## src/rtl/snn_pkg.sv

```systemverilog
// Shared types and helpers for the spiking-layer scheduler and its LIF datapath.
package snn_pkg;

  typedef enum logic [2:0] {
    IDLE,
    ACCUM,
    DRAIN,
    UPDATE,
    OUTPUT
  } state_t;

  // Clamp a signed value into the range of a w-bit two's complement number.
  function automatic logic signed [63:0] saturate(input logic signed [63:0] v,
                                                  input int unsigned w);
    logic signed [63:0] hi;
    logic signed [63:0] lo;
    hi = (64'sd1 <<< (w - 1)) - 64'sd1;
    lo = -(64'sd1 <<< (w - 1));
    if (v > hi) begin
      return hi;
    end else if (v < lo) begin
      return lo;
    end
    return v;
  endfunction

endpackage

```

## src/rtl/snn_layer_scheduler_lif_update.sv

```systemverilog
// Combinational leaky integrate-and-fire step: leak, add input, clamp, threshold and reset-by-subtraction.
module lif_update
  import snn_pkg::*;
#(
  parameter int POT_W      = 16,
  parameter int ACC_W      = 11,
  parameter int THRESHOLD  = 64,
  parameter int LEAK_SHIFT = 3
) (
  input  logic signed [POT_W-1:0] pot,
  input  logic signed [ACC_W-1:0] acc,
  output logic signed [POT_W-1:0] new_pot,
  output logic                    spike
);

  localparam int V_W = POT_W + 2;
  localparam logic signed [POT_W-1:0] THR = POT_W'(THRESHOLD);

  logic signed [V_W-1:0]   pot_x;
  logic signed [V_W-1:0]   acc_x;
  logic signed [V_W-1:0]   v;
  logic signed [POT_W-1:0] v_clamped;

  // Two guard bits keep the leak-plus-input sum exact before clamping.
  assign pot_x     = V_W'(pot);
  assign acc_x     = V_W'(acc);
  assign v         = pot_x - (pot_x >>> LEAK_SHIFT) + acc_x;
  assign v_clamped = POT_W'(saturate(64'(v), POT_W));
  assign spike     = (v_clamped >= THR);
  assign new_pot   = spike ? (v_clamped - THR) : v_clamped;

endmodule

```

## src/rtl/snn_layer_scheduler.sv

```systemverilog
// One LIF layer time-multiplexed over a single datapath: per timestep, stream each neuron's
// weights from external memory, accumulate the active ones, then leak/clamp/fire.
module snn_layer_scheduler
  import snn_pkg::*;
#(
  parameter int INPUT_COUNT  = 4,
  parameter int NEURON_COUNT = 4,
  parameter int WEIGHT_W     = 8,
  parameter int POT_W        = 16,
  parameter int THRESHOLD    = 64,
  parameter int LEAK_SHIFT   = 3
) (
  input  logic                                          clk,
  input  logic                                          rst,
  input  logic                                          in_valid,
  output logic                                          in_ready,
  input  logic [INPUT_COUNT-1:0]                        in_spikes,
  input  logic                                          clear_state,
  output logic                                          w_rd_en,
  output logic [$clog2(NEURON_COUNT*INPUT_COUNT)-1:0]   w_addr,
  input  logic signed [WEIGHT_W-1:0]                    w_data,
  output logic                                          out_valid,
  input  logic                                          out_ready,
  output logic [NEURON_COUNT-1:0]                       out_spikes,
  output logic                                          busy
);

  localparam int ADDR_W = $clog2(NEURON_COUNT * INPUT_COUNT);
  localparam int I_W    = (INPUT_COUNT > 1) ? $clog2(INPUT_COUNT) : 1;
  localparam int N_W    = (NEURON_COUNT > 1) ? $clog2(NEURON_COUNT) : 1;
  localparam int ACC_W  = WEIGHT_W + $clog2(INPUT_COUNT) + 1;
  localparam logic [I_W-1:0] I_LAST = I_W'(INPUT_COUNT - 1);
  localparam logic [N_W-1:0] N_LAST = N_W'(NEURON_COUNT - 1);

  state_t                   state_reg;
  state_t                   state_next;
  logic [N_W-1:0]           n_reg;
  logic [I_W-1:0]           i_reg;
  logic signed [ACC_W-1:0]  acc_reg;
  logic [INPUT_COUNT-1:0]   spikes_reg;
  logic                     rd_d_reg;
  logic [I_W-1:0]           idx_d_reg;
  logic [NEURON_COUNT-1:0]  out_spikes_reg;
  logic signed [POT_W-1:0]  pot [NEURON_COUNT];
  logic signed [POT_W-1:0]  new_pot;
  logic                     spike_new;
  logic                     accept;

  assign accept     = in_valid && in_ready;
  assign out_spikes = out_spikes_reg;

  always_comb begin
    state_next = state_reg;
    in_ready   = 1'b0;
    out_valid  = 1'b0;
    w_rd_en    = 1'b0;
    w_addr     = '0;
    busy       = (state_reg != IDLE);
    case (state_reg)
      IDLE: begin
        // A clear request blocks acceptance for the same cycle.
        in_ready = !clear_state;
        if (in_valid && !clear_state) begin
          state_next = ACCUM;
        end
      end
      ACCUM: begin
        w_rd_en = 1'b1;
        w_addr  = ADDR_W'(int'(n_reg) * INPUT_COUNT + int'(i_reg));
        if (i_reg == I_LAST) begin
          state_next = DRAIN;
        end
      end
      DRAIN: begin
        state_next = UPDATE;
      end
      UPDATE: begin
        state_next = (n_reg == N_LAST) ? OUTPUT : ACCUM;
      end
      OUTPUT: begin
        out_valid = 1'b1;
        if (out_ready) begin
          state_next = IDLE;
        end
      end
      default: begin
        state_next = IDLE;
      end
    endcase
  end

  always_ff @(posedge clk) begin
    if (rst) begin
      state_reg      <= IDLE;
      n_reg          <= '0;
      i_reg          <= '0;
      acc_reg        <= '0;
      spikes_reg     <= '0;
      rd_d_reg       <= 1'b0;
      idx_d_reg      <= '0;
      out_spikes_reg <= '0;
    end else begin
      state_reg <= state_next;
      // Weight returns one cycle after its read, so track which synapse it belongs to.
      rd_d_reg  <= (state_reg == ACCUM);
      idx_d_reg <= i_reg;
      case (state_reg)
        IDLE: begin
          if (accept) begin
            spikes_reg <= in_spikes;
            n_reg      <= '0;
            i_reg      <= '0;
            acc_reg    <= '0;
          end
        end
        ACCUM, DRAIN: begin
          if (state_reg == ACCUM) begin
            i_reg <= (i_reg == I_LAST) ? '0 : i_reg + 1'b1;
          end
          if (rd_d_reg && spikes_reg[idx_d_reg]) begin
            acc_reg <= acc_reg + ACC_W'(w_data);
          end
        end
        UPDATE: begin
          out_spikes_reg[n_reg] <= spike_new;
          acc_reg               <= '0;
          i_reg                 <= '0;
          if (n_reg != N_LAST) begin
            n_reg <= n_reg + 1'b1;
          end
        end
        default: begin
        end
      endcase
    end
  end

  // One membrane register per neuron; only the neuron being updated loads.
  for (genvar gi = 0; gi < NEURON_COUNT; gi++) begin : g_neuron
    logic signed [POT_W-1:0] cell_pot_reg;

    always_ff @(posedge clk) begin
      if (rst) begin
        cell_pot_reg <= '0;
      end else if (state_reg == IDLE && clear_state) begin
        cell_pot_reg <= '0;
      end else if (state_reg == UPDATE && n_reg == N_W'(gi)) begin
        cell_pot_reg <= new_pot;
      end
    end

    assign pot[gi] = cell_pot_reg;
  end

  lif_update #(
    .POT_W      (POT_W),
    .ACC_W      (ACC_W),
    .THRESHOLD  (THRESHOLD),
    .LEAK_SHIFT (LEAK_SHIFT)
  ) u_lif (
    .pot     (pot[n_reg]),
    .acc     (acc_reg),
    .new_pot (new_pot),
    .spike   (spike_new)
  );

endmodule

```

## config.mk

```make
export PLATFORM = sky130hd
export DESIGN_NAME = snn_layer_scheduler
export DESIGN_NICKNAME = d
export VERILOG_FILES = /design/src/rtl/snn_pkg.sv /design/src/rtl/snn_layer_scheduler_lif_update.sv /design/src/rtl/snn_layer_scheduler.sv
export SDC_FILE = /design/constraint.sdc
export NUM_CORES = 1
export LEC_CHECK = 0
export ABC_CLOCK_PERIOD_IN_PS = 16090
export CORE_AREA = 2 2 121 123
export CTS_CLUSTER_SIZE = 25
export DETAILED_ROUTE_END_ITERATION = 8
export DIE_AREA = 0 0 123 125
export PLACE_DENSITY = 0.6
export SKIP_LAST_GASP = 1
export SLEW_MARGIN = 10
export SYNTH_ARGS = -nofsm -noshare
export SYNTH_HDL_FRONTEND = slang
export SYNTH_HIERARCHICAL = 1
export SYNTH_SLANG_ARGS = --single-unit
```

## constraint.sdc

```tcl
create_clock -name clk -period 16.09 [get_ports clk]
set_input_delay 4.0225 -clock clk [delete_from_list [all_inputs] [get_ports clk]]
set_output_delay 4.0225 -clock clk [all_outputs]
set_load 0.02 [all_outputs]
```

==> results of run 1 <==
==> where the power goes <==
part / total (W) / internal (W) / switching [W]
clock network: 0.000213 / 0.000120 / 0.0000927
registers: 0.000233 / 0.000231 / 0.00000126
logic: 0.000159 / 0.0000556 / 0.000104
==> cell usage after synthesis (all sizes together), types with 5 or more instances <==
cell | count | area, sq um
and2 | 12 | 78.83
fa | 16 | 320.3
nor2b | 5 | 38.78
o21ai | 27 | 153.9
nand2b | 5 | 33.78
nand2 | 176 | 660.6
inv | 63 | 236.5
a22oi | 5 | 37.54
o211ai | 5 | 42.54
xor2 | 12 | 112.6
a21o | 11 | 83.83
nand3 | 15 | 75.07
ha | 34 | 425.4
dfxtp | 93 | 1862
mux4 | 17 | 382.9
xnor2 | 14 | 122.6
a211oi | 12 | 100.1
mux2i | 8 | 80.08
a21oi | 104 | 524.3
buf | 30 | 180.2
nor2 | 37 | 146.4
clkbuf | 7 | 26.28
==> through the flow <==
stage                     cell area, sq um  setup WS (ns)  hold slack (ns)  total power [W]
after global routing                  6953          6.852           0.4765        0.0006340
after CTS                             6953          6.895           0.4546        0.0006059
after global placement                6664          6.892           0.4381        0.0003905
final                                 6953          6.903           0.4532        0.0006049
after floorplan                       6322          7.752           0.4331        0.0003553
after detailed placement              6664          6.891           0.4454        0.0003933
==> cell type report <==
class,count,area (sq um)
multi-input cells,583,4021
flip-flops and latches,93,1862
fillers,1402,7251
inverters,64,240.2
clock inverters,5,60.06
clock buffers,10,229.0
well taps,184,230.2
repair buffers,32,310.3
==> layer usage <==
layer,global-route usage,up-vias,part of all wire
met5,0,-,0
met4,0.05816,0,0.014
met3,0.04060,20,0.041
met2,0.3581,115,0.47
met1,0.2954,2573,0.47
li1,-,2669,-
==> worst max-delay path, delay by kind of cell <==
kind / cells / cell delay, ns
buffers and inverters: 2 / 1.03
AND/OR/NAND/NOR: 1 / 0.11
==> cells by family after synthesis <==
group,count (synthesis),share of synthesized area
adders and majority gates,50,0.1180
and+or+nand+nor,281,0.2029
muxes,26,0.07501
xor gates and xnor gates,26,0.03721
buffers and inverters,101,0.07065
DFF,93,0.2945
AOI/OAI and AO/OA,200,0.2019
==> worst paths after layout <==
check                                     end  slack (ns)  cells past startpoint
hold reg to reg   g_neuron[3].cell_pot_reg[4]        0.45                      2
setup / recovery                     in_ready        6.90                      3
hold / removal    g_neuron[3].cell_pot_reg[4]        0.45                      2
setup reg to reg  g_neuron[3].cell_pot_reg[8]        9.44                     23
==> flow_metrics.py, run 1 <==
metrics = {
    "final_layout": {
        "drive_gt1_frac": 0.08259,
        "syn_to_final_growth_pct": 9.974,
        "layout_commonest_cell": "nand2_1",
        "final-instance-count-excl-fill": 971,
        "fin_util": 0.4895,
        "fin_nets": 850,
        "diodes": 0,
        "final_cell_mix": "176 x nand2_1, 103 x a21oi_1, 93 x dfxtp_1",
        "largest_reg_flops": 64,
    },
    "status": {
        "outcome": "completed",
    },
    "sta": {
        "rsz0062_at_grt": "no",
        "hold_viol_final": 0,
        "period_needed_ns": 9.187,
        "slew_viol_final": 0,
        "period_share": 0.5710,
        "slew-limit-headroom": 0.2824,
        "worst_pin_slew_ns": 1.075,
        "final.setup_skew_ns": 0.01087,
        "setup_tns_ns": 0,
        "max_freq_ghz": 0.1088,
        "finalSetupViolCount": 0,
    },
    "clock_network": {
        "cts_sinks": 93,
        "cts_post_setup_buffers_inserted": 0,
        "path_clk_slew_ns": 0.07,
        "htree_num_levels": 3,
        "cts_resized": 0,
        "cts_buffers": 9,
        "cts_buffer_depth": 2,
        "clock_latency_ns": 0.35,
        "cts_root_buffer": "clkbuf_16",
        "hold_buffers": 0,
        "cts_tree": "done",
    },
    "critical_path": {
        "cpMostUsedCell": "clkdlybuf4s50_1",
        "crit_path_start_kind": "primary input",
        "path_cells": "clkdlybuf4s50_1 -> nor2_1 -> clkdlybuf4s50_1",
        "reg2reg_from": "n_reg[1]",
        "cp.arrival_ns": 5.16,
        "cp-end-kind": "output port",
        "critPathKind": "primary input to output port",
        "slowest_stage": "clkdlybuf4s50_1",
        "cp_slowest_stage_delay_ns": 0.60,
        "required_ns": 12.07,
        "cp-startpoint": "clear_state",
        "worstPathMaxFanout": 3,
    },
    "min_path": {
        "hp-start": "g_neuron[3].cell_pot_reg[4]",
        "hold_path.class": "flop to flop",
    },
    "floorplan": {
        "die_y_microns": 125,
        "dieArea_sq_mm": 0.01538,
        "die_x_microns": 123,
        "io_pins": 29,
        "start_util": 0.4451,
        "row_count": 44,
        "core_area_sq_mm": 0.01420,
    },
    "route": {
        "ant_nets": 0,
        "dr.pass1.iters": 5,
        "drt_iter0_drc": 284,
        "drt-total-wl_mm": 15.91,
        "drc": 0,
        "vias": 5377,
        "wire_per_inst_microns": 16.38,
        "via_per_inst": 5.538,
    },
    "global_route": {
        "grt_pass1_wl_mm": 26.52,
        "grt_overflow": 0,
        "grt_max_degree": 65,
        "grt_usage": 0.2186,
        "grt_pass1_vias": 5318,
        "antenna_found_initial": 0,
    },
    "placement": {
        "place.gp.congestion": 0.9035,
        "hpwlAfterDp_mm": 11.30,
        "io_buffer_count": 28,
        "dp_cells": 956,
    },
    "synth": {
        "yosys_warnings": 6,
        "ys_types": 82,
        "syn-cell-area_sq_mm": 0.006322,
        "async_flop_share": 0,
        "ys_seq_elements": 93,
        "synth_seq_area_share": 0.2945,
        "synth-edff-count": 0,
        "avgSynthCellArea_sq_um": 8.137,
        "synthCells": 777,
        "syn-num-nets": 844,
        "synthFlopType": "dfxtp_1",
    },
    "pwr": {
        "p_per_area_mw_per_mm2": 87.01,
        "leakagePower_nw": 2.607,
        "ir_drop_mv": 0.06563,
    },
    "run": {
        "maxCapViolCount": 0,
    },
}
No activity file was read; power rests on OpenSTA's default activity.
==> run 2, diff against run 1 <==
--- a/config.mk
+++ b/config.mk
@@ -5,12 +5,12 @@
 export SDC_FILE = /design/constraint.sdc
 export NUM_CORES = 1
 export LEC_CHECK = 0
-export ABC_CLOCK_PERIOD_IN_PS = 16090
+export ABC_CLOCK_PERIOD_IN_PS = 7680
 export CORE_AREA = 2 2 121 123
 export CTS_CLUSTER_SIZE = 25
 export DETAILED_ROUTE_END_ITERATION = 8
 export DIE_AREA = 0 0 123 125
-export PLACE_DENSITY = 0.6
+export PLACE_DENSITY = 0.63
 export SKIP_LAST_GASP = 1
 export SLEW_MARGIN = 10
 export SYNTH_ARGS = -nofsm -noshare
==> constraint.sdc (replaced) <==
create_clock -name clk -period 7.68 [get_ports clk]
set_input_delay 1.92 -clock clk [delete_from_list [all_inputs] [get_ports clk]]
set_output_delay 1.92 -clock clk [all_outputs]
set_load 0.02 [all_outputs]
==> flow_metrics.py, run 2 (same netlist as run 1, synthesis figures left out) <==
metrics = {
    "clock_network": {
        "hold_buffers": 0,
        "clock_latency_ns": 0.35,
        "cts_buffer_depth": 2,
        "cts_sinks": 93,
        "cts_post_setup_buffers_inserted": 0,
        "cts_buffers": 9,
        "cts_resized": 0,
        "htree_num_levels": 3,
        "cts_root_buffer": "clkbuf_16",
        "path_clk_slew_ns": 0.07,
        "cts_tree": "done",
    },
    "route": {
        "drt_iter0_drc": 320,
        "via_per_inst": 5.608,
        "vias": 5451,
        "wire_per_inst_microns": 16.26,
        "drc": 0,
        "drt-total-wl_mm": 15.81,
        "dr.pass1.iters": 5,
        "ant_nets": 0,
    },
    "min_path": {
        "min_to": "g_neuron[2].cell_pot_reg[8]",
        "hp-start": "g_neuron[2].cell_pot_reg[8]",
        "holdPathStages": 2,
        "hold_path.class": "flop to flop",
    },
    "critical_path": {
        "cpMostUsedCell": "a21oi_1",
        "crit_path_start_kind": "flop",
        "crit_cells": 22,
        "reg2reg_from": "n_reg[0]",
        "crit_family": "compound AO/OA/AOI/OAI gates",
        "critPathKind": "flop to flop",
        "path_cells": "buf_4 -> mux4_2 -> fa_1 -> inv_1 -> ha_1 -> a21oi_1 -> o21ai_0 -> a32oi_1 -> o41a_1 -> nand2_1 -> nor2_1 -> nor2_1 -> a21oi_1 -> ha_1 -> nand3_1 -> or4_1 -> o21ai_1 -> a31o_4 -> nor2_4 -> o41ai_1 -> nand2_1 -> a21oi_1",
        "worstPathMaxFanout": 14,
        "r2r-end": "g_neuron[1].cell_pot_reg[11]",
        "cp_slowest_stage_delay_ns": 0.76,
        "cp.arrival_ns": 6.66,
        "slowest_stage": "o41ai_1",
        "ff2ff_path_depth": 22,
        "r2r_slack_ns": 1.29,
        "cp-end-kind": "flop",
        "cp_num_buf_inv": 2,
        "required_ns": 7.95,
    },
    "pwr": {
        "p_per_area_mw_per_mm2": 179.3,
        "ir_drop_mv": 0.1502,
        "leakagePower_nw": 2.608,
    },
    "final_layout": {
        "multi_input_area_sq_mm": 0.004021,
        "layout_commonest_cell": "nand2_1",
        "final_cell_mix": "176 x nand2_1, 103 x a21oi_1, 93 x dfxtp_1",
        "drive_gt1_frac": 0.08376,
        "syn_to_final_growth_pct": 9.836,
        "fillers": 1423,
        "largest_reg_flops": 64,
        "diodes": 0,
        "fin_nets": 850,
        "seq_area_sq_mm": 0.001862,
    },
    "floorplan": {
        "row_count": 44,
        "core_area_sq_mm": 0.01420,
        "io_pins": 29,
        "die_y_microns": 125,
        "dieArea_sq_mm": 0.01538,
        "start_util": 0.4451,
        "die_x_microns": 123,
    },
    "sta": {
        "max_freq_ghz": 0.1564,
        "period_share": 0.8325,
        "period_needed_ns": 6.394,
        "holdWs_ns": 0.4559,
        "finalSetupViolCount": 0,
        "setup_tns_ns": 0,
        "worst_pin_slew_ns": 0.9951,
        "rsz0062_at_grt": "no",
        "slew_viol_final": 0,
        "slew-limit-headroom": 0.3357,
        "final.setup_skew_ns": 0.01106,
        "hold_viol_final": 0,
    },
    "global_route": {
        "grt_overflow": 0,
        "antenna_found_initial": 0,
        "grt_pass1_wl_mm": 26.41,
        "grt_usage": 0.2159,
        "grt_pass1_vias": 5300,
        "grt_max_degree": 65,
    },
    "placement": {
        "io_buffer_count": 28,
        "hpwlAfterDp_mm": 11.62,
        "place.gp.congestion": 0.9448,
    },
    "status": {
        "outcome": "completed",
    },
    "run": {
        "maxCapViolCount": 0,
    },
}
[run 2: layout make-up]
cell class	count	share of cell area
Timing Repair Buffer	32	0.04468
Clock buffer	10	0.03297
Inverter	64	0.03459
Tap cell	184	0.03315
Sequential cell	93	0.2681
Clock inverter	6	0.007387
Multi-Input combinational cell	583	0.5791
[run 2: worst max path at each step]
stage	end	start
finish	g_neuron[1].cell_pot_reg[11]	n_reg[0]
global route	g_neuron[1].cell_pot_reg[8]	n_reg[0]
CTS	g_neuron[1].cell_pot_reg[11]	n_reg[0]
detailed placement	g_neuron[1].cell_pot_reg[11]	n_reg[0]
global placement	g_neuron[1].cell_pot_reg[13]	n_reg[0]
floorplan	g_neuron[0].cell_pot_reg[13]	n_reg[0]
[run 2: worst register-to-register path, cell delays in order, from the launching register on]
cell and delay, ns:
dfxtp_1 0.55, buf_4 0.38, mux4_2 0.65, fa_1 0.53
inv_1 0.04, ha_1 0.39, a21oi_1 0.23, o21ai_0 0.19
a32oi_1 0.19, o41a_1 0.21, nand2_1 0.15, nor2_1 0.35
nor2_1 0.13, a21oi_1 0.29, ha_1 0.20, nand3_1 0.06
or4_1 0.40, o21ai_1 0.16, a31o_4 0.14, nor2_4 0.05
o41ai_1 0.76, nand2_1 0.11, a21oi_1 0.17
[run 2: where the power goes]
part           switching [W]  total, W  internal [W]
clock network       0.000201  0.000427      0.000225
logic               0.000214  0.000331      0.000117
registers         0.00000256  0.000487      0.000485
[run 2: per-stage QoR]
stage          setup WS [ns]  instances  power (W)    util  instance area (sq um)
2_1_floorplan          2.068        777  0.0007444       -                   6322
3_3_place_gp           1.550        956  0.0008185  0.4692                   6664
3_5_place_dp           1.408        956  0.0008212  0.4692                   6664
4_1_cts                1.387        972   0.001247  0.4889                   6944
5_1_grt               0.7194        972   0.001303  0.4889                   6944
6_report               1.286        972   0.001245  0.4889                   6944
[run 2: per-layer routing]
| layer | routed length [microns] | vias to the layer above | GRT usage |
|---|---|---|---|
| met1 | 7356 | 2623 | 0.2958 |
| met5 | 0 | - | 0 |
| met2 | 7502 | 135 | 0.3477 |
| met4 | 252 | 0 | 0.07152 |
| met3 | 697 | 19 | 0.03285 |
| li1 | - | 2674 | - |
==> run 3, diff against run 2 <==
--- a/config.mk
+++ b/config.mk
@@ -5,12 +5,12 @@
 export SDC_FILE = /design/constraint.sdc
 export NUM_CORES = 1
 export LEC_CHECK = 0
-export ABC_CLOCK_PERIOD_IN_PS = 7680
+export ABC_CLOCK_PERIOD_IN_PS = 6660
 export CORE_AREA = 2 2 121 123
 export CTS_CLUSTER_SIZE = 25
 export DETAILED_ROUTE_END_ITERATION = 8
 export DIE_AREA = 0 0 123 125
-export PLACE_DENSITY = 0.63
+export PLACE_DENSITY = 0.6
 export SKIP_LAST_GASP = 1
 export SLEW_MARGIN = 10
 export SYNTH_ARGS = -nofsm -noshare
==> constraint.sdc (replaced) <==
create_clock -name clk -period 6.66 [get_ports clk]
set_input_delay 1.665 -clock clk [delete_from_list [all_inputs] [get_ports clk]]
set_output_delay 1.665 -clock clk [all_outputs]
set_load 0.02 [all_outputs]
==> flow_metrics.py, run 3 (same netlist as run 1, synthesis figures left out) <==
metrics = {
    "clock_network": {
        "cts_buffer_depth": 2,
        "clock_latency_ns": 0.35,
        "cts_resized": 0,
        "cts_sinks": 93,
        "cts_post_setup_buffers_inserted": 0,
        "htree_num_levels": 3,
        "cts_buffers": 9,
        "path_clk_slew_ns": 0.07,
        "cts_tree": "done",
        "cts_root_buffer": "clkbuf_16",
        "hold_buffers": 0,
    },
    "run": {
        "maxCapViolCount": 0,
    },
    "critical_path": {
        "required_ns": 6.92,
        "crit_path_start_kind": "flop",
        "critPathKind": "flop to flop",
        "cp.arrival_ns": 6.36,
        "worstPathMaxFanout": 16,
        "cp-end-kind": "flop",
        "path_cells": "buf_4 -> mux4_2 -> fa_1 -> inv_1 -> ha_1 -> o211ai_1 -> o211ai_1 -> nor4b_4 -> o41a_1 -> nand2_1 -> nor2_1 -> nor2_1 -> a21oi_1 -> ha_1 -> nand3_1 -> or4_1 -> o21ai_1 -> a31o_4 -> nor2_4 -> and3_2 -> a311oi_1 -> nand2_1 -> a21oi_1",
        "crit_family": "compound AO/OA/AOI/OAI gates",
        "cp_slowest_stage_delay_ns": 0.61,
        "slowest_stage": "mux4_2",
        "cp_num_buf_inv": 2,
    },
    "sta": {
        "period_share": 0.9161,
        "holdWs_ns": 0.4550,
        "slew-limit-headroom": 0.4221,
        "period_needed_ns": 6.101,
        "worst_pin_slew_ns": 0.8668,
        "setup_tns_ns": 0,
        "slew_viol_final": 0,
        "final.setup_skew_ns": 0.009657,
        "finalSetupViolCount": 0,
        "hold_viol_final": 0,
        "max_freq_ghz": 0.1639,
        "rsz0062_at_grt": "no",
    },
    "pwr": {
        "ir_drop_mv": 0.1703,
        "p_per_area_mw_per_mm2": 206.5,
        "leakagePower_nw": 2.627,
    },
    "route": {
        "vias": 5445,
        "ant_nets": 0,
        "via_per_inst": 5.579,
        "wire_per_inst_microns": 16.35,
        "drt-total-wl_mm": 15.95,
        "dr.pass1.iters": 5,
        "drc": 0,
        "drt_iter0_drc": 332,
    },
    "floorplan": {
        "die_y_microns": 125,
        "die_x_microns": 123,
        "dieArea_sq_mm": 0.01538,
        "io_pins": 29,
        "start_util": 0.4451,
        "row_count": 44,
        "core_area_sq_mm": 0.01420,
    },
    "global_route": {
        "grt_usage": 0.2149,
        "antenna_found_initial": 0,
        "grt_pass1_wl_mm": 26.12,
        "grt_max_degree": 65,
        "grt_pass1_vias": 5265,
        "grt_overflow": 0,
    },
    "placement": {
        "place.gp.congestion": 0.8733,
        "hpwlAfterDp_mm": 11.56,
        "io_buffer_count": 28,
    },
    "final_layout": {
        "seq_area_sq_mm": 0.001862,
        "fillers": 1397,
        "layout_commonest_cell": "nand2_1",
        "fin_nets": 854,
        "final_cell_mix": "176 x nand2_1, 103 x a21oi_1, 93 x dfxtp_1",
        "multi_input_area_sq_mm": 0.004021,
        "diodes": 0,
        "largest_reg_flops": 64,
        "syn_to_final_growth_pct": 10.21,
        "drive_gt1_frac": 0.08838,
    },
    "status": {
        "outcome": "completed",
    },
    "min_path": {
        "hold_path.class": "flop to flop",
    },
}
## run 3: cell count changes in the layout (fill, tap and decap cells not counted)
| cell | delta |
|---|---|
| inv_8 | -1 |
| clkinv_2 | +1 |
| buf_4 | +4 |
## run 3: metrics by stage
| step | power [W] | std cells | instance area [sq um] | setup slack (ns) | utilization |
|---|---|---|---|---|---|
| 3_5_place_dp | 0.0009568 | 960 | 6694 | 0.5867 | 0.4713 |
| 3_3_place_gp | 0.0009535 | 960 | 6694 | 0.7533 | 0.4713 |
| 4_1_cts | 0.001441 | 976 | 6968 | 0.5540 | 0.4906 |
| 2_1_floorplan | 0.0008584 | 777 | 6322 | 1.048 | - |
| 5_1_grt | 0.001508 | 976 | 6968 | 0.05428 | 0.4906 |
| 6_report | 0.001439 | 976 | 6968 | 0.5588 | 0.4906 |
## run 3: final timing paths
kind,start,endpoint,slack [ns],cells after the start
worst max-delay path,n_reg[0],g_neuron[3].cell_pot_reg[8],0.56,23
worst min-delay path,g_neuron[2].cell_pot_reg[14],g_neuron[2].cell_pot_reg[14],0.45,2
worst max register to register,n_reg[0],g_neuron[3].cell_pot_reg[8],0.56,23
worst min register to register,g_neuron[2].cell_pot_reg[14],g_neuron[2].cell_pot_reg[14],0.45,2
## run 3: per-layer routing
layer	vias to the layer above	wire [microns]	global-route usage
li1	2682	-	-
met1	2662	7723	0.3024
met2	81	7479	0.3360
met3	20	446	0.02874
met4	0	303	0.07821
met5	-	0	0
## run 3: worst min-delay path, stage by stage (launching register included)
cell and delay [ns]:
dfxtp_1 0.31, nand2_1 0.05, a21oi_1 0.05
## run 3: layout make-up
| type | count | area share |
|---|---|---|
| repair buffers | 36 | 0.04884 |
| multi-input cells | 583 | 0.5771 |
| clock inverters | 6 | 0.006464 |
| flip-flops and latches | 93 | 0.2672 |
| inverters | 64 | 0.03448 |
| clock buffers | 10 | 0.03286 |
| well taps | 184 | 0.03304 |
## run 3: power by group
group          leakage, nW  internal (W)  switching [W]
Combinational         1.74      0.000140       0.000253
Sequential           0.750      0.000559     0.00000301
Clock                0.138      0.000257       0.000227
Total                 2.63      0.000956       0.000483
